<file path="src/rtl/led_status_scheduler.sv">
// Purpose : sequences the three status RGB LEDs from EU/CU/RU unit events with one
//           fault FSM per unit plus a global run FSM and a shared blink timer.
// Latency : an event sampled at edge N updates state at edge N; led_rgb follows at edge N+1.
// Backpressure: none; every input is a level or a 1-cycle pulse and is always accepted.
//
// Ports:
//   clk_50M       in   system clock
//   rst           in   synchronous active-high reset
//   switch_key    in   run enable level (low = LEDs dark, events ignored)
//   fault_flag    in   [2:0] per-unit pulse, fault raised   ([0]=EU [1]=CU [2]=RU)
//   fault_detect  in   [2:0] per-unit pulse, fault located
//   block_picked  in   [2:0] per-unit pulse, repair block picked
//   object_drop   in   [2:0] per-unit pulse, block dropped / fault cleared
//   run_complete  in   pulse, run finished
//   led_rgb       out  [8:0] {R,G,B} of LED i+1 on bits [3i+2:3i], registered
//   blink_phase   out  current blink phase, 1 = on half
//   run_state     out  [1:0] 0 IDLE, 1 RUN, 2 DONE_BLINK, 3 DONE
//
// Optional feature: define LED_PWM_DIM_EN to dim every lit LED bit with a 16-slot PWM
// (on while slot < DIM_DUTY). Without it the lit bits are steady and DIM_DUTY is unused.

module led_status_scheduler #(
  parameter int BLINK_HALF_CYCLES = 25_000_000,
  parameter int COMPLETE_BLINKS   = 5,
  parameter int DIM_DUTY          = 4
) (
  input  logic       clk_50M,
  input  logic       rst,
  input  logic       switch_key,
  input  logic [2:0] fault_flag,
  input  logic [2:0] fault_detect,
  input  logic [2:0] block_picked,
  input  logic [2:0] object_drop,
  input  logic       run_complete,
  output logic [8:0] led_rgb,
  output logic       blink_phase,
  output logic [1:0] run_state
);

  // Elaboration-time guard: the half-period counter needs at least two states.
  if (BLINK_HALF_CYCLES < 2 || COMPLETE_BLINKS < 1 || DIM_DUTY < 0 || DIM_DUTY > 16) begin : g_param_check
    $error("led_status_scheduler: illegal parameter value");
  end

  localparam int CW = $clog2(BLINK_HALF_CYCLES);
  localparam int FW = (COMPLETE_BLINKS > 1) ? $clog2(COMPLETE_BLINKS) : 1;
  localparam logic [CW-1:0] CNT_LAST   = CW'(BLINK_HALF_CYCLES - 1);
  localparam logic [FW-1:0] FLASH_LAST = FW'(COMPLETE_BLINKS - 1);

  // Encoding matches the run_state output values.
  typedef enum logic [1:0] {
    G_IDLE       = 2'd0,
    G_RUN        = 2'd1,
    G_DONE_BLINK = 2'd2,
    G_DONE       = 2'd3
  } run_t;

  typedef enum logic [2:0] {
    U_OFF,
    U_FAULT,
    U_DETECTED,
    U_PICKED,
    U_CLEARED
  } unit_t;

  run_t            state_q, state_d;
  unit_t           unit_q [3];
  unit_t           unit_d [3];
  logic [CW-1:0]   blink_cnt_q, blink_cnt_d;
  logic            phase_q, phase_d;
  logic [FW-1:0]   flash_q, flash_d;
  logic [8:0]      led_d;
  logic [8:0]      led_gated;

  logic            wrap;
  logic            done_exit;
  logic            unit_en;
  logic            enter_blink;
  logic            clear_units;
  logic            timer_run;

  assign wrap      = (blink_cnt_q == CNT_LAST);
  // The last off half ends exactly when the phase is about to go 0 -> 1 for the final time.
  assign done_exit = wrap && !phase_q && (flash_q == FLASH_LAST);
  assign timer_run = (state_q == G_RUN) || (state_q == G_DONE_BLINK);

  function automatic logic [2:0] unit_colour(unit_t s, logic ph);
    logic [2:0] c;
    c = 3'b000;
    case (s)
      U_FAULT:    c = 3'b100;
      U_DETECTED: c = 3'b001;
      U_PICKED:   c = ph ? 3'b001 : 3'b000;
      U_CLEARED:  c = 3'b010;
      default:    c = 3'b000;
    endcase
    return c;
  endfunction

  // Global FSM next state. switch_key low wins over everything; run_complete wins
  // over unit events in the same cycle, so those events are dropped.
  always_comb begin
    state_d     = state_q;
    unit_en     = 1'b0;
    enter_blink = 1'b0;
    clear_units = 1'b0;
    case (state_q)
      G_IDLE: begin
        if (switch_key) state_d = G_RUN;
      end
      G_RUN: begin
        if (!switch_key) begin
          state_d = G_IDLE;
        end else if (run_complete) begin
          state_d     = G_DONE_BLINK;
          enter_blink = 1'b1;
        end else begin
          unit_en = 1'b1;
        end
      end
      G_DONE_BLINK: begin
        if (!switch_key) begin
          state_d = G_IDLE;
        end else if (done_exit) begin
          state_d     = G_DONE;
          clear_units = 1'b1;
        end
      end
      G_DONE: begin
        state_d = G_DONE;
      end
      default: state_d = G_IDLE;
    endcase
  end

  // Per-unit FSMs. Only the transition legal from the current state can fire, so
  // simultaneous unrelated pulses are ignored automatically.
  always_comb begin
    for (int i = 0; i < 3; i++) begin
      unit_d[i] = unit_q[i];
      if (clear_units) begin
        unit_d[i] = U_OFF;
      end else if (unit_en) begin
        case (unit_q[i])
          U_OFF, U_CLEARED: if (fault_flag[i])   unit_d[i] = U_FAULT;
          U_FAULT:          if (fault_detect[i]) unit_d[i] = U_DETECTED;
          U_DETECTED:       if (block_picked[i]) unit_d[i] = U_PICKED;
          U_PICKED:         if (object_drop[i])  unit_d[i] = U_CLEARED;
          default:          unit_d[i] = U_OFF;
        endcase
      end
    end
  end

  // Blink timer and flash counter. Entering DONE_BLINK restarts both so the
  // completion pattern always begins with a full on half.
  always_comb begin
    blink_cnt_d = blink_cnt_q;
    phase_d     = phase_q;
    flash_d     = flash_q;
    if (enter_blink || !timer_run) begin
      blink_cnt_d = '0;
      phase_d     = 1'b1;
    end else if (wrap) begin
      blink_cnt_d = '0;
      phase_d     = ~phase_q;
    end else begin
      blink_cnt_d = blink_cnt_q + 1'b1;
    end

    if (enter_blink) begin
      flash_d = '0;
    end else if (state_q == G_DONE_BLINK && wrap && !phase_q && flash_q != FLASH_LAST) begin
      flash_d = flash_q + 1'b1;
    end
  end

  // LED colour from the current registered state; registered once more below.
  always_comb begin
    led_d = '0;
    case (state_q)
      G_RUN: begin
        for (int i = 0; i < 3; i++) begin
          led_d[3*i +: 3] = unit_colour(unit_q[i], phase_q);
        end
      end
      G_DONE_BLINK: begin
        if (phase_q) led_d = {3{3'b010}};
      end
      default: led_d = '0;
    endcase
  end

`ifdef LED_PWM_DIM_EN
  logic [3:0] pwm_slot_q;
  logic       pwm_on;

  always_ff @(posedge clk_50M) begin
    if (rst) pwm_slot_q <= '0;
    else     pwm_slot_q <= pwm_slot_q + 1'b1;
  end

  assign pwm_on    = ({1'b0, pwm_slot_q} < 5'(DIM_DUTY));
  assign led_gated = led_d & {9{pwm_on}};
`else
  assign led_gated = led_d;
`endif

  always_ff @(posedge clk_50M) begin
    if (rst) begin
      state_q     <= G_IDLE;
      for (int i = 0; i < 3; i++) unit_q[i] <= U_OFF;
      blink_cnt_q <= '0;
      phase_q     <= 1'b1;
      flash_q     <= '0;
      led_rgb     <= '0;
    end else begin
      state_q     <= state_d;
      for (int i = 0; i < 3; i++) unit_q[i] <= unit_d[i];
      blink_cnt_q <= blink_cnt_d;
      phase_q     <= phase_d;
      flash_q     <= flash_d;
      led_rgb     <= led_gated;
    end
  end

  assign blink_phase = phase_q;
  assign run_state   = state_q;

endmodule

</file>
<file path="config.mk">
export PLATFORM = sky130hd
export DESIGN_NAME = led_status_scheduler
export DESIGN_NICKNAME = d
export VERILOG_FILES = /design/src/rtl/led_status_scheduler.sv
export SDC_FILE = /design/constraint.sdc
export NUM_CORES = 1
export LEC_CHECK = 0
export CAP_MARGIN = 20
export CORE_ASPECT_RATIO = 1.25
export CORE_MARGIN = 1.5
export CORE_UTILIZATION = 48
export CTS_CLUSTER_SIZE = 24
export DETAILED_ROUTE_END_ITERATION = 16
export PLACE_DENSITY = 0.69
export SETUP_SLACK_MARGIN = 0.15
export SYNTH_ARGS = -nofsm -noshare
export SYNTH_HDL_FRONTEND = slang
export SYNTH_SLANG_ARGS = --single-unit
</file>
<file path="constraint.sdc">
create_clock -name clk_50M -period 2.3 [get_ports clk_50M]
set_clock_uncertainty 0.05 [all_clocks]
set_input_delay 0.46 -clock clk_50M [delete_from_list [all_inputs] [get_ports clk_50M]]
set_output_delay 0.46 -clock clk_50M [all_outputs]
set_load 0.01 [all_outputs]
</file>
==> results.txt, run 1 <==
- Relative slew margins: 0.667
* Clock Latency Late Sink: 310 ps
* Min-Delay Endpoint: blink_cnt_q[0]$_SDFF_PP0_
- Number of distinct library cell variants in the gate-level netlist after synthesis: 40
- Dividing the final minimum period by the clock period gives 0.868.
- Reg2reg end: flash_q[2]$_SDFFE_PP0P_
* Clock tree from TritonCTS: done
- In this run the worst hold path is classified as reg2reg.
- The via count of the first global-routing pass was 1917.
* Root buf cell: sky130_fd_sc_hd__clkbuf_8
- A synthesized cell averages 8.49 um2.
* Die extent in x: 65.7 um
- Total Routed Length: 4680 um
- Hold Path Stages: 1
* Worst R2R Start: blink_cnt_q[10]$_SDFF_PP0_
- The repair_antennas step left the layout with diodes totalling 0.
* Quantity of I/O buffers inserted on ports: 27
- Flops & latches, synth: 49
- Boundary Pins: 28
- Post-synthesis to final-layout area growth: 19.5%
- STA classifies the critical path endpoint as a register.
- Buffers & Inverters on Critical Path: 0
- Area contributors post-synth: sky130_fd_sc_hd__dfxtp_1 42%, sky130_fd_sc_hd__nor2_1 7.2%, sky130_fd_sc_hd__xnor2_1 5.2%
* Number of antenna violations at the first check in global routing: 0
- For this run, the register share of the synthesized area comes to 0.416.
- Wire length of the first global-routing pass: 8280 um
- Initial cell density of the core: 0.499
- For this design, the slowest cell found on the critical path is sky130_fd_sc_hd__or4_4.
- In this design, the largest share of critical-path delay is due to simple AND/OR/NAND/NOR gates.
* Largest vdd supply drop: 0.369 mV
- Setup repair after global routing left no endpoint under its margin.
* Fraction of final layout cells with drive strength greater than 1: 0.0686
* Cell area after technology mapping: 2360 um2
- The share of synthesized area in the top cell type comes to 0.416.
- Num Clock Sinks: 49
- Maximum number of pins on one net before global-route repair: 25
* Number of warning messages in the yosys log: 0
- Final setup fails: 0
- Die height: 81.4 um
- The critical path in this run is classified as reg2reg.
- The number of hold violations in the final report was 0.
* Maxcap violations: 0
* Peak fanout along the critical path: 4
* H-tree depth: 2
- For this run, the share of the core covered by cells in the final layout is 0.596.
- The first detailed-routing pass ran for 4 iterations.
* Worst slew pin tran: 496 ps
* Post_cts resized: 0
- Detail-routed net length per standard cell: 12.8 um
- For this design the static power due to leakage is 0.962 nW.
- Row generation in the floorplan step produced 28 rows.
- Crit path time final: 2000 ps
- Final number of max-transition violations: 0
- Starting DRC count in detailed routing: 104
* Worst min-delay path startpoint: blink_cnt_q[0]$_SDFF_PP0_
* GRT Total Usage: 0.202
- After legalization and detailed placement, the total HPWL measured 3450 um.
* DR DRC count: 0
- Total power draw: 1.68 mW
- Post-route antenna net violation count: 0
- Routability-driven placement finished with a final weighted congestion of 0.858.
* Synthesized Nets: 302
* Highest attainable clock frequency: 501 MHz
* Clock slew at reported path FFs: 90 ps
- Number of post-CTS setup repair buffers: 0
- After global routing the overflow that remains totals 0.
- Required time at the worst-slack endpoint: 2510 ps
- Slack of the worst reg-to-reg path: 300 ps
- Synth area leader: sky130_fd_sc_hd__dfxtp_1
- DIE AREA: 5350 um2
- Most common cell in the netlist: sky130_fd_sc_hd__dfxtp_1
* Cells after Synth: 278
- For the worst flop-to-flop path, the logic depth is 5.
- Maximum count of clock buffers along a single path: 2
- Count of flip-flops with a built-in enable after synthesis: 0
* Cell chain of the critical path: and4bb_1 > nand4_1 > or4_4 > or4_1 > nand2_1
- Final hold analysis gives a worst-case slack of 425 ps.
* TritonCTS Buffers: 5
* Net count of the finished layout: 329
- Result of the run: complete, no violations
- Setup total negative slack on the finished layout was measured at 0 ps.
- Per-cell via count in the routed design: 5.37
* Worst Path Arrival: 2210 ps
- The floorplan step defined a core boundary enclosing 4730 um2.
* List of most frequent post-synthesis cells: 49 x sky130_fd_sc_hd__dfxtp_1, 45 x sky130_fd_sc_hd__nor2_1, 22 x sky130_fd_sc_hd__nand2_1
- Post-synth top flop: sky130_fd_sc_hd__dfxtp_1
- Pwr/cell area: 596 nW/um2
- The worst setup path is launched from a register.
* Total via count in the routed design: 1965
- For this run, the slowest stage of the critical path takes 600 ps.
- Post-CTS Hold Fix Bufs: 0
* Proportion of register bits with asynchronous set or reset after synthesis: 0
-- placed cells by master (no fill, tap or decap), types with 6 or more instances in the layout --
master / n
sky130_fd_sc_hd__nor3_1: 11
sky130_fd_sc_hd__o21ai_0: 7
sky130_fd_sc_hd__xnor2_1: 14
sky130_fd_sc_hd__inv_1: 12
sky130_fd_sc_hd__xor2_1: 10
sky130_fd_sc_hd__ha_1: 8
sky130_fd_sc_hd__nor4_1: 6
sky130_fd_sc_hd__and3_1: 6
sky130_fd_sc_hd__dfxtp_1: 49
sky130_fd_sc_hd__clkbuf_8: 6
sky130_fd_sc_hd__a21oi_1: 16
sky130_fd_sc_hd__nand2_1: 22
sky130_fd_sc_hd__nand3_1: 9
sky130_fd_sc_hd__nor2_1: 45
sky130_fd_sc_hd__nand4_1: 6
sky130_fd_sc_hd__clkdlybuf4s50_1: 27
-- worst max-delay path by stage --
| stage | end | slack [ps] | from | depth (start not counted) |
|---|---|---|---|---|
| final | flash_q[2]$_SDFFE_PP0P_ | 300 | blink_cnt_q[10]$_SDFF_PP0_ | 5 |
| after global routing | blink_cnt_q[17]$_SDFF_PP0_ | 200 | blink_cnt_q[7]$_SDFF_PP0_ | 5 |
| after CTS | flash_q[2]$_SDFFE_PP0P_ | 290 | blink_cnt_q[10]$_SDFF_PP0_ | 5 |
| after detailed placement | run_state[0]$_SDFFE_PP0P_ | 210 | switch_key | 6 |
| after global placement | run_state[0]$_SDFFE_PP0P_ | 250 | switch_key | 6 |
| after floorplan | flash_q[2]$_SDFFE_PP0P_ | 430 | blink_cnt_q[0]$_SDFF_PP0_ | 5 |
-- final cells by class --
| cell class | count | area [um2] |
|---|---|---|
| Timing Repair Buffer | 31 | 313 |
| Fill cell | 443 | 1910 |
| Multi-Input combinational cell | 206 | 1290 |
| Clock inverter | 1 | 30.0 |
| Inverter | 12 | 45.0 |
| Sequential cell | 49 | 981 |
| Tap cell | 60 | 75.1 |
| Clock buffer | 7 | 86.3 |
-- per-stage QoR --
stage / cells / cell area [um2] / setup slack, ps
after floorplan: 278 / 2360 / 425
after global placement: 358 / 2700 / 249
after detailed placement: 358 / 2700 / 213
after CTS: 366 / 2820 / 288
after global routing: 366 / 2820 / 199
final: 366 / 2820 / 303
-- routing by layer --
| layer | routed length (um) | GRT usage |
|---|---|---|
| met1 | 1970 | 0.214 |
| met2 | 2450 | 0.378 |
| met3 | 182 | 0.0512 |
| met4 | 72 | 0.0750 |
| met5 | 0 | 0 |
-- registers in the layout, summed over array words and instances (netlist names) --
register     cells
unit_q           9
blink_cnt_q     25
flash_q          3
blink_phase      1
run_state        2
led_rgb          9
-- logic make-up after synthesis --
family / after synthesis / share of synthesized area
adder cells (fa/ha/maj): 8 / 0.0424
XOR/XNOR: 24 / 0.0891
AND/OR/NAND/NOR: 133 / 0.302
AO/OA/AOI/OAI: 37 / 0.0954
multiplexers: 4 / 0.0170
buffers and inverters: 23 / 0.0382
flip-flops: 49 / 0.416
-- power breakdown --
part           internal, mW  leakage, nW  total, mW  switching (mW)
combinational        0.0774        0.508      0.158          0.0808
sequential            0.862        0.395      0.886          0.0245
clock                 0.355       0.0585      0.635           0.280
total                  1.29        0.962       1.68           0.385
Power figures use the tool's default switching activity.
==> run 2, diff against run 1 <==
--- a/config.mk
+++ b/config.mk
@@ -7,7 +7,7 @@
 export LEC_CHECK = 0
 export CAP_MARGIN = 20
 export CORE_ASPECT_RATIO = 1.25
-export CORE_MARGIN = 1.5
+export CORE_MARGIN = 3
 export CORE_UTILIZATION = 48
 export CTS_CLUSTER_SIZE = 24
 export DETAILED_ROUTE_END_ITERATION = 16
==> run 2 against run 1 <==
Non-clock buffer count up 1. Critical path depth unchanged. Register-to-register slack about the same. Wire length up 3.2%. Design area down 1.3%. Sequential power about the same. Global-route usage down 2.2 points. Fmax down 0.51%. Clock-buffer cell count down 2. Combinational power about the same. Sequential cell count unchanged. Core utilization up 1.4 points. Critical path type unchanged.
==> results.txt, run 2 (synthesis gave the netlist of run 1 again) <==
- Worst Path Arrival: 2210 ps (about the same)
* Detail-routed net length per standard cell: 13.2 um (was 12.8 um)
- Clock Latency Late Sink: 300 ps (was 310 ps)
* Most common library cell in the layout ignoring fill and taps: sky130_fd_sc_hd__dfxtp_1 (unchanged)
- Total via count in the routed design: 1951 (was 1965)
* Total Routed Length: 4830 um (was 4680 um)
* DIE AREA: 5800 um2 (was 5350 um2)
* Final core area utilization: 0.610 (was 0.596)
* Final number of max-transition violations: 0 (unchanged)
* Static leakage: 0.946 nW (was 0.962 nW)
- The number of core rows came to 27 (was 28).
* Post-route cell area: 2780 um2 (was 2820 um2)
- Fraction of final layout cells with drive strength greater than 1: 0.0749 (was 0.0686)
* Largest vdd supply drop: 0.398 mV (was 0.369 mV)
- Commonest non-fill, non-tap cells in the layout: 49 x sky130_fd_sc_hd__dfxtp_1, 45 x sky130_fd_sc_hd__nor2_1, 27 x sky130_fd_sc_hd__clkdlybuf4s50_1 (unchanged)
- Pwr/cell area: 554 nW/um2 (was 596 nW/um2)
* Root buf cell: sky130_fd_sc_hd__clkbuf_8 (unchanged)
- Class of the most critical setup path: reg2reg (unchanged)
- Post_cts resized: 0 (unchanged)
* Slack of the worst reg-to-reg path: 290 ps (was 300 ps)
* Result of the run: complete, no violations (unchanged)
- The TritonCTS clock tree is done (unchanged).
- Relative slew margins: 0.680 (was 0.667)
* Setup repair after global routing missed its margin: no (unchanged)
* Maximum count of clock buffers along a single path: 2 (unchanged)
- The global-route wire length before repair came to 8050 um (was 8280 um).
- Post-CTS Hold Fix Bufs: 0 (unchanged)
- Die height: 84.4 um (was 81.4 um)
- Number of post-CTS setup repair buffers: 0 (unchanged)
- Top reg by flops: blink_cnt_q (unchanged)
- The die width came to 68.7 um (was 65.7 um).
* Initial cell density of the core: 0.517 (was 0.499)
* Final setup fails: 0 (unchanged)
- The I/O pin total came to 28 (unchanged).
- Maximum number of pins on one net before global-route repair: 16 (was 25)
- Largest registers: blink_cnt_q: 25 flops, led_rgb: 9 flops, unit_q: 9 flops (unchanged)
- The number of flip-flops in the largest register came to 25 (unchanged).
- The global placer's final weighted congestion was 0.751 (was 0.858).
- The DRC violation count after routing was 0 (unchanged).
* Vias in the first global route: 1877 (was 1917)
* Highest attainable clock frequency: 498 MHz (was 501 MHz)
* Starting DRC count in detailed routing: 120 (was 104)
- Setup TNS: 0 ps (unchanged)
- The number of hold violations in the final report is 0 (unchanged).
- Worst hold-check path type: reg2reg (unchanged)
- TritonCTS Buffers: 5 (unchanged)
* Area after detailed placement: 2700 um2 (about the same)
* Post-detail-place hpwl: 3640 um (was 3450 um)
* Ratio of final minimum period to clock period: 0.873 (was 0.868)
- GRT Total Usage: 0.180 (was 0.202)
- Crit path time final: 2010 ps (was 2000 ps)
* Quantity of I/O buffers inserted on ports: 27 (unchanged)
- The endpoint kind of the worst setup timing path is a register (unchanged).
- The layout-stage area growth over the synthesis result was 17.9% (was 19.5%).
* Per-cell via count in the routed design: 5.35 (was 5.37)
- Count of antenna diodes in the layout: 0 (unchanged)
- Required time at the worst-slack endpoint: 2510 ps (about the same)
- Router iterations before antenna repair: 4 (unchanged)
- The placeable core region is 4560 um2 (was 4730 um2).
- The CTS H-tree depth was 2 (unchanged).
* Total congestion overflow after global routing: 0 (unchanged)
* Num Clock Sinks: 49 (unchanged)
- The total of max-cap violations came to 0 (unchanged).
- The net total in the final layout came to 330 (was 329).
* M1 GR Usage: 0.198 (was 0.214)
- Routing layer with the top usage in global route: met2 (unchanged)
* Global-route met2 utilization: 0.317 (was 0.378)
* Worst slew pin tran: 476 ps (was 496 ps)
- The largest fanout on the critical path was 8 (was 4).
- The residual antenna-violating net count after detailed routing is 0 (unchanged).
- Number of antenna violations at the first check in global routing: 0 (unchanged)
- The clock edge transition at the registers on the reported setup and hold paths is 90 ps (about the same).
- Met3 track demand over resource in global routing: 0.0482 (was 0.0512)
- The type of element launching the critical path is a register (unchanged).
run 2: final cells by class:
cell class / count / area, um2
Tap cell: 58 / 72.6
Inverter: 12 / 45.0
Sequential cell: 49 / 981
Timing Repair Buffer: 32 / 308
Multi-Input combinational cell: 206 / 1290
Fill cell: 423 / 1780
Clock buffer: 5 / 68.8
Clock inverter: 3 / 17.5
run 2: worst max-delay path, cell delays in order, from the launching register on:
cell and delay [ps]:
sky130_fd_sc_hd__dfxtp_1 400, sky130_fd_sc_hd__ha_1 300, sky130_fd_sc_hd__nand3_4 160, sky130_fd_sc_hd__or4_4 570, sky130_fd_sc_hd__or4_1 410, sky130_fd_sc_hd__nand2_1 70
run 2: worst paths after layout:
path	depth (start not counted)	startpoint	end
worst max-delay path	5	blink_cnt_q[0]$_SDFF_PP0_	flash_q[2]$_SDFFE_PP0P_
worst min-delay path	1	blink_cnt_q[0]$_SDFF_PP0_	blink_cnt_q[0]$_SDFF_PP0_
worst max register to register	5	blink_cnt_q[0]$_SDFF_PP0_	flash_q[2]$_SDFFE_PP0P_
worst min register to register	1	blink_cnt_q[0]$_SDFF_PP0_	blink_cnt_q[0]$_SDFF_PP0_
run 2: stage by stage:
| stage | hold WS, ps | power (mW) | instances | setup WS [ps] |
|---|---|---|---|---|
| after floorplan | 392 | 0.995 | 278 | 425 |
| after global placement | 407 | 1.06 | 357 | 265 |
| after detailed placement | 414 | 1.06 | 357 | 223 |
| after CTS | 435 | 1.56 | 365 | 280 |
| after global routing | 465 | 1.61 | 365 | 165 |
| final | 433 | 1.54 | 365 | 293 |
run 2: routing by layer:
metal,share of wire,vias to the layer above
li1,-,1018
met1,0.43,896
met2,0.51,32
met3,0.039,5
met4,0.018,0
met5,0,-
run 2: power by group:
group	switching (mW)	leakage (nW)	internal, mW	total, mW
clock	0.288	0.0439	0.210	0.498
combinational	0.0807	0.506	0.0754	0.156
sequential	0.0249	0.395	0.862	0.887
total	0.394	0.946	1.15	1.54
